`config.mk`:
```
export PLATFORM = sky130hd
export DESIGN_NAME = imm_operand_seq_flat
export DESIGN_NICKNAME = d
export VERILOG_FILES = /design/src/rtl/imm_operand_seq_pkg.sv /design/src/rtl/imm_operand_seq_if.sv /design/src/rtl/imm_operand_seq_operand_slot.sv /design/src/rtl/imm_operand_seq.sv /design/src/flat_wrapper.sv
export SDC_FILE = /design/constraint.sdc
export NUM_CORES = 1
export LEC_CHECK = 0
export CAP_MARGIN = 10
export CORE_MARGIN = 4
export CORE_UTILIZATION = 44
export CTS_BUF_LIST = sky130_fd_sc_hd__clkbuf_4
export DETAILED_ROUTE_END_ITERATION = 10
export PLACE_DENSITY = 0.87
export RECOVER_POWER = 50
export SLEW_MARGIN = 15
export SYNTH_ARGS = -nofsm -noshare
export SYNTH_HDL_FRONTEND = slang
export SYNTH_SLANG_ARGS = --single-unit
```
`constraint.sdc`:
```
create_clock -name clk -period 1.55 [get_ports clk]
set_clock_uncertainty 0.05 [all_clocks]
set_input_delay 0.31 -clock clk [delete_from_list [all_inputs] [get_ports clk]]
set_output_delay 0.31 -clock clk [all_outputs]
set_load 0.01 [all_outputs]
```
`src/rtl/imm_operand_seq_pkg.sv`:
```
// Shared encodings and default widths for the immediate-operand sequencer.
package imm_operand_seq_pkg;

    localparam int IMM_W_DEF  = 6;
    localparam int OPND_W_DEF = 8;
    localparam int TAG_W_DEF  = 3;
    localparam int CNT_W      = 8;

    localparam logic [1:0] OP_ZEXT    = 2'b00;
    localparam logic [1:0] OP_SEXT    = 2'b01;
    localparam logic [1:0] OP_WIDE_LO = 2'b10;
    localparam logic [1:0] OP_WIDE_HI = 2'b11;

    typedef enum logic [0:0] {
        ST_IDLE    = 1'b0,
        ST_WAIT_HI = 1'b1
    } state_e;

endpackage

```
`src/rtl/imm_operand_seq_if.sv`:
```
// Request, extension-unit and operand-slot signals of the sequencer.
interface imm_operand_seq_if
    import imm_operand_seq_pkg::*;
#(
    parameter int IMMEDIATE_WIDTH   = IMM_W_DEF,
    parameter int ALU_OPERAND_WIDTH = OPND_W_DEF,
    parameter int TAG_WIDTH         = TAG_W_DEF
) ();
    logic                         flush;
    logic                         in_valid;
    logic                         in_ready;
    logic [1:0]                   in_op;
    logic [IMMEDIATE_WIDTH-1:0]   in_imm;
    logic [TAG_WIDTH-1:0]         in_tag;
    logic [IMMEDIATE_WIDTH-1:0]   ext_imm;
    logic                         ext_cs;
    logic [ALU_OPERAND_WIDTH-1:0] ext_result;
    logic                         out_valid;
    logic                         out_ready;
    logic [ALU_OPERAND_WIDTH-1:0] out_operand;
    logic [TAG_WIDTH-1:0]         out_tag;
    logic                         err;
    logic [CNT_W-1:0]             issue_count;

    modport slave (
        input  flush, in_valid, in_op, in_imm, in_tag, ext_result, out_ready,
        output in_ready, ext_imm, ext_cs, out_valid, out_operand, out_tag, err, issue_count
    );

    modport master (
        output flush, in_valid, in_op, in_imm, in_tag, ext_result, out_ready,
        input  in_ready, ext_imm, ext_cs, out_valid, out_operand, out_tag, err, issue_count
    );
endinterface

```
`src/rtl/imm_operand_seq_operand_slot.sv`:
```
// One-entry valid/ready holding register for a finished operand and its tag.
module imm_operand_seq_operand_slot #(
    parameter int DATA_W = 8,
    parameter int TAG_W  = 3
) (
    input  logic              clk,
    input  logic              rst_n,
    input  logic              flush,
    input  logic              load,
    input  logic              pop,
    input  logic [DATA_W-1:0] load_data,
    input  logic [TAG_W-1:0]  load_tag,
    output logic              valid,
    output logic [DATA_W-1:0] data,
    output logic [TAG_W-1:0]  tag
);
    logic              valid_r;
    logic [DATA_W-1:0] data_r;
    logic [TAG_W-1:0]  tag_r;

    // Slot occupancy and payload; a load in the pop cycle keeps the slot full.
    always_ff @(posedge clk) begin
        if (!rst_n) begin
            valid_r <= 1'b0;
            data_r  <= {DATA_W{1'b0}};
            tag_r   <= {TAG_W{1'b0}};
        end else if (flush) begin
            valid_r <= 1'b0;
        end else if (load) begin
            valid_r <= 1'b1;
            data_r  <= load_data;
            tag_r   <= load_tag;
        end else if (pop) begin
            valid_r <= 1'b0;
        end else begin
            valid_r <= valid_r;
        end
    end

    assign valid = valid_r;
    assign data  = data_r;
    assign tag   = tag_r;
endmodule

```
`src/rtl/imm_operand_seq.sv`:
```
// Immediate-operand sequencer: extends single immediates, pairs WIDE_LO/WIDE_HI beats.
module imm_operand_seq
    import imm_operand_seq_pkg::*;
#(
    parameter int IMMEDIATE_WIDTH   = IMM_W_DEF,
    parameter int ALU_OPERAND_WIDTH = OPND_W_DEF,
    parameter int TAG_WIDTH         = TAG_W_DEF
) (
    input  logic              clk,
    input  logic              rst_n,
    imm_operand_seq_if.slave  bus
);
    localparam int HI_W = ALU_OPERAND_WIDTH - IMMEDIATE_WIDTH;

    state_e                       state_r;
    state_e                       next_state_s;
    logic [IMMEDIATE_WIDTH-1:0]   lo_r;
    logic [TAG_WIDTH-1:0]         lo_tag_r;
    logic                         err_r;
    logic [CNT_W-1:0]             issue_count_r;
    logic                         in_ready_s;
    logic                         accept_s;
    logic                         pop_s;
    logic                         out_valid_s;
    logic                         load_s;
    logic [ALU_OPERAND_WIDTH-1:0] load_data_s;
    logic [TAG_WIDTH-1:0]         load_tag_s;
    logic                         lo_wr_s;
    logic                         err_set_s;

    // Flush blocks acceptance and wins over a simultaneous out handshake.
    assign in_ready_s = !bus.flush & (!out_valid_s | bus.out_ready);
    assign accept_s   = bus.in_valid & in_ready_s;
    assign pop_s      = out_valid_s & bus.out_ready & !bus.flush;

    assign bus.in_ready    = in_ready_s;
    assign bus.ext_imm     = bus.in_imm;
    assign bus.ext_cs      = (bus.in_op == OP_SEXT);
    assign bus.err         = err_r;
    assign bus.issue_count = issue_count_r;

    // State register.
    always_ff @(posedge clk) begin
        if (!rst_n) begin
            state_r <= ST_IDLE;
        end else if (bus.flush) begin
            state_r <= ST_IDLE;
        end else begin
            state_r <= next_state_s;
        end
    end

    // Next state: any accepted WIDE_LO (re)arms the pairing, everything else returns to IDLE.
    always_comb begin
        next_state_s = state_r;
        if (accept_s) begin
            case (state_r)
                ST_IDLE:    next_state_s = (bus.in_op == OP_WIDE_LO) ? ST_WAIT_HI : ST_IDLE;
                ST_WAIT_HI: next_state_s = (bus.in_op == OP_WIDE_LO) ? ST_WAIT_HI : ST_IDLE;
                default:    next_state_s = ST_IDLE;
            endcase
        end else begin
            next_state_s = state_r;
        end
    end

    // Per-accept actions: slot load, low-half capture and protocol-error detection.
    always_comb begin
        load_s      = 1'b0;
        load_data_s = bus.ext_result;
        load_tag_s  = bus.in_tag;
        lo_wr_s     = 1'b0;
        err_set_s   = 1'b0;
        if (accept_s) begin
            case (bus.in_op)
                OP_ZEXT, OP_SEXT: begin
                    load_s    = 1'b1;
                    err_set_s = (state_r == ST_WAIT_HI);
                end
                OP_WIDE_LO: begin
                    lo_wr_s   = 1'b1;
                    err_set_s = (state_r == ST_WAIT_HI);
                end
                OP_WIDE_HI: begin
                    if (state_r == ST_WAIT_HI) begin
                        load_s      = 1'b1;
                        load_data_s = {bus.in_imm[HI_W-1:0], lo_r};
                        load_tag_s  = lo_tag_r;
                    end else begin
                        err_set_s = 1'b1;
                    end
                end
                default: begin
                    err_set_s = 1'b1;
                end
            endcase
        end else begin
            load_s = 1'b0;
        end
    end

    // Pending low half of a wide constant.
    always_ff @(posedge clk) begin
        if (!rst_n || bus.flush) begin
            lo_r     <= {IMMEDIATE_WIDTH{1'b0}};
            lo_tag_r <= {TAG_WIDTH{1'b0}};
        end else if (lo_wr_s) begin
            lo_r     <= bus.in_imm;
            lo_tag_r <= bus.in_tag;
        end else begin
            lo_r     <= lo_r;
            lo_tag_r <= lo_tag_r;
        end
    end

    // Error pulse and delivered-operand counter.
    always_ff @(posedge clk) begin
        if (!rst_n) begin
            err_r         <= 1'b0;
            issue_count_r <= 8'd0;
        end else begin
            err_r         <= err_set_s;
            issue_count_r <= pop_s ? issue_count_r + 8'd1 : issue_count_r;
        end
    end

    imm_operand_seq_operand_slot #(
        .DATA_W (ALU_OPERAND_WIDTH),
        .TAG_W  (TAG_WIDTH)
    ) u_operand_slot (
        .clk       (clk),
        .rst_n     (rst_n),
        .flush     (bus.flush),
        .load      (load_s),
        .pop       (pop_s),
        .load_data (load_data_s),
        .load_tag  (load_tag_s),
        .valid     (out_valid_s),
        .data      (bus.out_operand),
        .tag       (bus.out_tag)
    );

    assign bus.out_valid = out_valid_s;
endmodule

```
`src/flat_wrapper.sv`:
```
// flat-port wrapper written by rule: the top's interface ports become plain ports
module imm_operand_seq_flat import imm_operand_seq_pkg::*;
#(
    parameter int IMMEDIATE_WIDTH   = IMM_W_DEF,
    parameter int ALU_OPERAND_WIDTH = OPND_W_DEF,
    parameter int TAG_WIDTH         = TAG_W_DEF
)
  (clk, rst_n, bus_flush, bus_in_valid, bus_in_op, bus_in_imm, bus_in_tag, bus_ext_result, bus_out_ready, bus_in_ready, bus_ext_imm, bus_ext_cs, bus_out_valid, bus_out_operand, bus_out_tag, bus_err, bus_issue_count);
  imm_operand_seq_if #(.IMMEDIATE_WIDTH(IMMEDIATE_WIDTH), .ALU_OPERAND_WIDTH(ALU_OPERAND_WIDTH), .TAG_WIDTH(TAG_WIDTH)) bus_i ();
  input  logic clk;
  input  logic rst_n;
  input wire logic [$bits(bus_i.flush)-1:0] bus_flush;
  input wire logic [$bits(bus_i.in_valid)-1:0] bus_in_valid;
  input wire logic [$bits(bus_i.in_op)-1:0] bus_in_op;
  input wire logic [$bits(bus_i.in_imm)-1:0] bus_in_imm;
  input wire logic [$bits(bus_i.in_tag)-1:0] bus_in_tag;
  input wire logic [$bits(bus_i.ext_result)-1:0] bus_ext_result;
  input wire logic [$bits(bus_i.out_ready)-1:0] bus_out_ready;
  output wire logic [$bits(bus_i.in_ready)-1:0] bus_in_ready;
  output wire logic [$bits(bus_i.ext_imm)-1:0] bus_ext_imm;
  output wire logic [$bits(bus_i.ext_cs)-1:0] bus_ext_cs;
  output wire logic [$bits(bus_i.out_valid)-1:0] bus_out_valid;
  output wire logic [$bits(bus_i.out_operand)-1:0] bus_out_operand;
  output wire logic [$bits(bus_i.out_tag)-1:0] bus_out_tag;
  output wire logic [$bits(bus_i.err)-1:0] bus_err;
  output wire logic [$bits(bus_i.issue_count)-1:0] bus_issue_count;
  assign bus_i.flush = bus_flush;
  assign bus_i.in_valid = bus_in_valid;
  assign bus_i.in_op = bus_in_op;
  assign bus_i.in_imm = bus_in_imm;
  assign bus_i.in_tag = bus_in_tag;
  assign bus_i.ext_result = bus_ext_result;
  assign bus_i.out_ready = bus_out_ready;
  assign bus_in_ready = bus_i.in_ready;
  assign bus_ext_imm = bus_i.ext_imm;
  assign bus_ext_cs = bus_i.ext_cs;
  assign bus_out_valid = bus_i.out_valid;
  assign bus_out_operand = bus_i.out_operand;
  assign bus_out_tag = bus_i.out_tag;
  assign bus_err = bus_i.err;
  assign bus_issue_count = bus_i.issue_count;
  imm_operand_seq #(.IMMEDIATE_WIDTH(IMMEDIATE_WIDTH), .ALU_OPERAND_WIDTH(ALU_OPERAND_WIDTH), .TAG_WIDTH(TAG_WIDTH)) u_core (.clk(clk), .rst_n(rst_n), .bus(bus_i));
endmodule
```
==> summary.md <==
| Metric | Value |
|---|---|
| Reg2Reg Setup Slack | `0.03 ns` |
| Htree depth | `2` |
| Clock sink count | `31` |
| Antenna Cells | `0` |
| Commonest cells in the netlist | `dfxtp_1, nand2_1, a21oi_1` |
| CP Launch Type | `input port` |
| Vias per cell | `5.839` |
| Clock Path Buffers | `2` |
| Post-layout nets | `266` |
| Post-synthesis mux area share | `0.6751%` |
| CTS tree | `yes` |
| WL met2 | `2624 µm` |
| Fmax achieved | `0.6119 GHz` |
| Synth cell types | `30` |
| Post-route ant nets | `0` |
| GRT Util Overall | `21.67%` |
| WL met3 | `371 µm` |
| Min-delay worst type | `register to register` |
| Syn-to-layout area delta | `62.45%` |
| Post-synthesis simple-gate area fraction | `22.45%` |
| Synth warn | `0` |
| Synth Instances | `174` |
| Row count | `20` |
| Netlist Area Pre-Place | `1483 µm²` |
| Share of the synthesized area in the top cell type | `41.86%` |
| Overall die height | `66.05 µm` |
| CTS Buf Count | `5` |
| Worst Setup End Kind | `register` |
| Minimum clock period | `1.634 ns` |
| Filler cells | `213` |
| Worst Hold Path Cells | `2` |
| Port bufs | `52` |
| Top Layer Used | `met4` |
| Post-synthesis adder-cell area fraction | `1.688%` |
| Asr flop ratio synth | `0%` |
| Synth area leaders | `dfxtp_1, a311oi_1, nand2_1` |
| Most numerous cell in the Yosys netlist | `dfxtp_1` |
| Initial antenna violation count | `0` |
| Peak supply drop | `412.7 µV` |
| Post-layout power | `1.654 mW` |
| CP startpoint | `bus_flush` |
| Tcrit/Tclk final | `105.4%` |
| Root Buffer | `clkbuf_4` |
| Multi-input gate area | `895.9 µm²` |
| Post-Route WL | `5136 µm` |
| Vias | `1664` |
| Number of hold violations in the final report | `0` |
| Post-Synth XOR/XNOR Area | `1.181%` |
| CP Data Arrival Time | `1.81 ns` |
| Register area share after synthesis | `41.86%` |
| Gp weighted congestion | `0.8298` |
| R2R depth | `4` |
| Finished Cell Area | `2409 µm²` |
| Die ar. | `4363 µm²` |
| Pleak | `0.9883 nW` |
| First-pass GRT wire length | `7189 µm` |
| Yosys top cell by area | `dfxtp_1` |
| Vias in the first global route | `1539` |
| Worst slew margin | `66.48%` |
| HPWL after DPL | `2975 µm` |
| Worst endpoint required time | `1.73 ns` |
| Gr ovfl total | `0` |
| Worst setup margin | `-0.08431 ns` |
| Avg WL per Cell | `18.02 µm` |
| Max Fanout on Critical Path | `7` |
| Crit path to | `u_core.u_operand_slot.tag[2]$_SDFFE_PN0P_` |
| Average size of a mapped cell | `8.521 µm²` |
| Die Width | `66.05 µm` |
| Failing checks | `negative setup slack` |
| Register area | `625.6 µm²` |
| Clk pin slew, worst setup/hold paths | `0.11 ns` |
| Core Util, Final | `77.00%` |
| RR Endpoint | `u_core.u_operand_slot.tag[2]$_SDFFE_PN0P_` |
| Initial Utilization | `47.40%` |
| Worst-Margin Slew | `0.5028 ns` |
| Placed cell area | `2185 µm²` |
| Worst reg2reg startpoint | `u_core.state_r$_SDFFE_PP0N_` |
| Critical path class | `input port to register` |
| Net count of the mapped netlist | `200` |
| Pin count of the biggest net entering global routing | `20` |
| Status | `finished, violations left` |
| Clock latency on the worst-skew pair | `0.35 ns` |
| Largest family of logic cells by synthesized area | `compound AO/OA/AOI/OAI gates` |
| Post-synth EDFFs | `0` |
| Ys flop type | `dfxtp_1` |
| Compound-cell area share of the yosys netlist | `24.39%` |
| FF+latch count, synth | `31` |
| Max-slew violations | `0` |
| Setup_tns | `-0.1220 ns` |
| Drt drc | `0` |
| Post-Place Worst Slack | `-0.4966 ns` |
| RSZ-0062 raised after global routing | `true` |
| Fraction of layout cells with a size suffix above 1 | `25.73%` |
| Hold-fix buffers, CTS | `0` |
| Initial DRC count | `178` |
| Met1 wire length | `2012 µm` |
| Final setup vio count | `4` |
| IO Count | `53` |
| Power Density | `686.5 nW/µm²` |
| Core footprint | `3128 µm²` |
| Initial DRT Pass Iterations | `5` |
| Max Cap Violations | `0` |
[metrics by stage]
stage / instances / hold slack, ns
final: 285 / 0.4253
after global routing: 285 / 0.4601
after CTS: 283 / 0.4224
after detailed placement: 275 / 0.4085
after global placement: 275 / 0.4040
after floorplan: 174 / 0.3783
[per-layer routing]
layer / vias up / track usage, %
li1: 788 / -
met1: 787 / 26.65
met2: 79 / 33.79
met3: 10 / 6.463
met4: 0 / 11.68
met5: - / 0
[logic make-up after synthesis]
family | after synthesis
and+or+nand+nor | 63
AOI/OAI and AO/OA | 54
DFF | 31
buffers and inverters | 21
xor gates and xnor gates | 2
adders and majority gates | 2
muxes | 1
[cell usage in the layout, fill, tap and decap left out, types with 2 or more instances in the layout]
cell type        instances
a21oi_1                 13
a21oi_2                  2
a311oi_1                 5
a311oi_2                 6
a31oi_1                  6
a31oi_2                  2
a31oi_4                  3
buf_12                   5
buf_4                   20
clkbuf_4                 7
clkdlybuf4s50_1         21
dfxtp_1                 27
dfxtp_2                  4
dlygate4sd2_1           27
dlymetal6s2s_1           2
ha_1                     2
nand2_1                 25
nand2b_1                 3
nand3_1                  3
nand4_1                 11
nor2_1                   5
nor2b_1                  2
o21ai_0                  4
o31ai_1                  8
o31ai_2                  2
or3_1                    3
or4_1                    2
xor2_1                   2
[worst min path at each step]
stage / endpoint / from
after floorplan: u_core.bus.err$_SDFF_PN0_ / rst_n
after global placement: u_core.lo_r[0]$_SDFFE_PP0P_ / u_core.lo_r[0]$_SDFFE_PP0P_
after detailed placement: u_core.lo_tag_r[1]$_SDFFE_PP0P_ / u_core.lo_tag_r[1]$_SDFFE_PP0P_
after CTS: u_core.lo_tag_r[1]$_SDFFE_PP0P_ / u_core.lo_tag_r[1]$_SDFFE_PP0P_
after global routing: u_core.lo_tag_r[0]$_SDFFE_PP0P_ / u_core.lo_tag_r[0]$_SDFFE_PP0P_
final: u_core.lo_tag_r[0]$_SDFFE_PP0P_ / u_core.lo_tag_r[0]$_SDFFE_PP0P_
[area by class of cell]
cell class,count,share of cell area [%]
Tap cell,44,2.286
Inverter,1,0.1558
Clock buffer,7,2.182
Timing Repair Buffer,79,32.00
Multi-Input combinational cell,122,37.19
Clock inverter,1,0.2078
Sequential cell,31,25.97
[where the power goes]
part / switching (mW) / internal (mW) / leakage [nW]
Clock: 0.295 / 0.212 / 0.0361
Sequential: 0.0122 / 0.814 / 0.253
Combinational: 0.149 / 0.171 / 0.699
Total: 0.456 / 1.20 / 0.988
[state kept, by name, summed over array words and instances (netlist names)]
| name | cells |
|---|---|
| u_core.u_operand_slot.valid | 1 |
| u_core.lo_r | 6 |
| u_core.u_operand_slot.tag | 3 |
| u_core.bus.issue_count | 8 |
| u_core.bus.err | 1 |
| u_core.lo_tag_r | 3 |
| u_core.state_r | 1 |
| u_core.u_operand_slot.data | 8 |
[repair_timing]
action | 4_1_cts | 5_1_grt
pin swaps | 0 | 2
gates cloned | 0 | 1
buffers inserted | 0 | 1
resized for setup | 44 | 27
endpoints found under the setup margin | 43 | 24
hold endpoints to repair | 0 | 0
[critical path: stages]
cell             delay [ns]
clkdlybuf4s50_1        0.49
buf_4                  0.20
nor2b_4                0.20
buf_8                  0.17
a31oi_1                0.10
a311oi_1               0.34
Power figures use the tool's default switching activity.
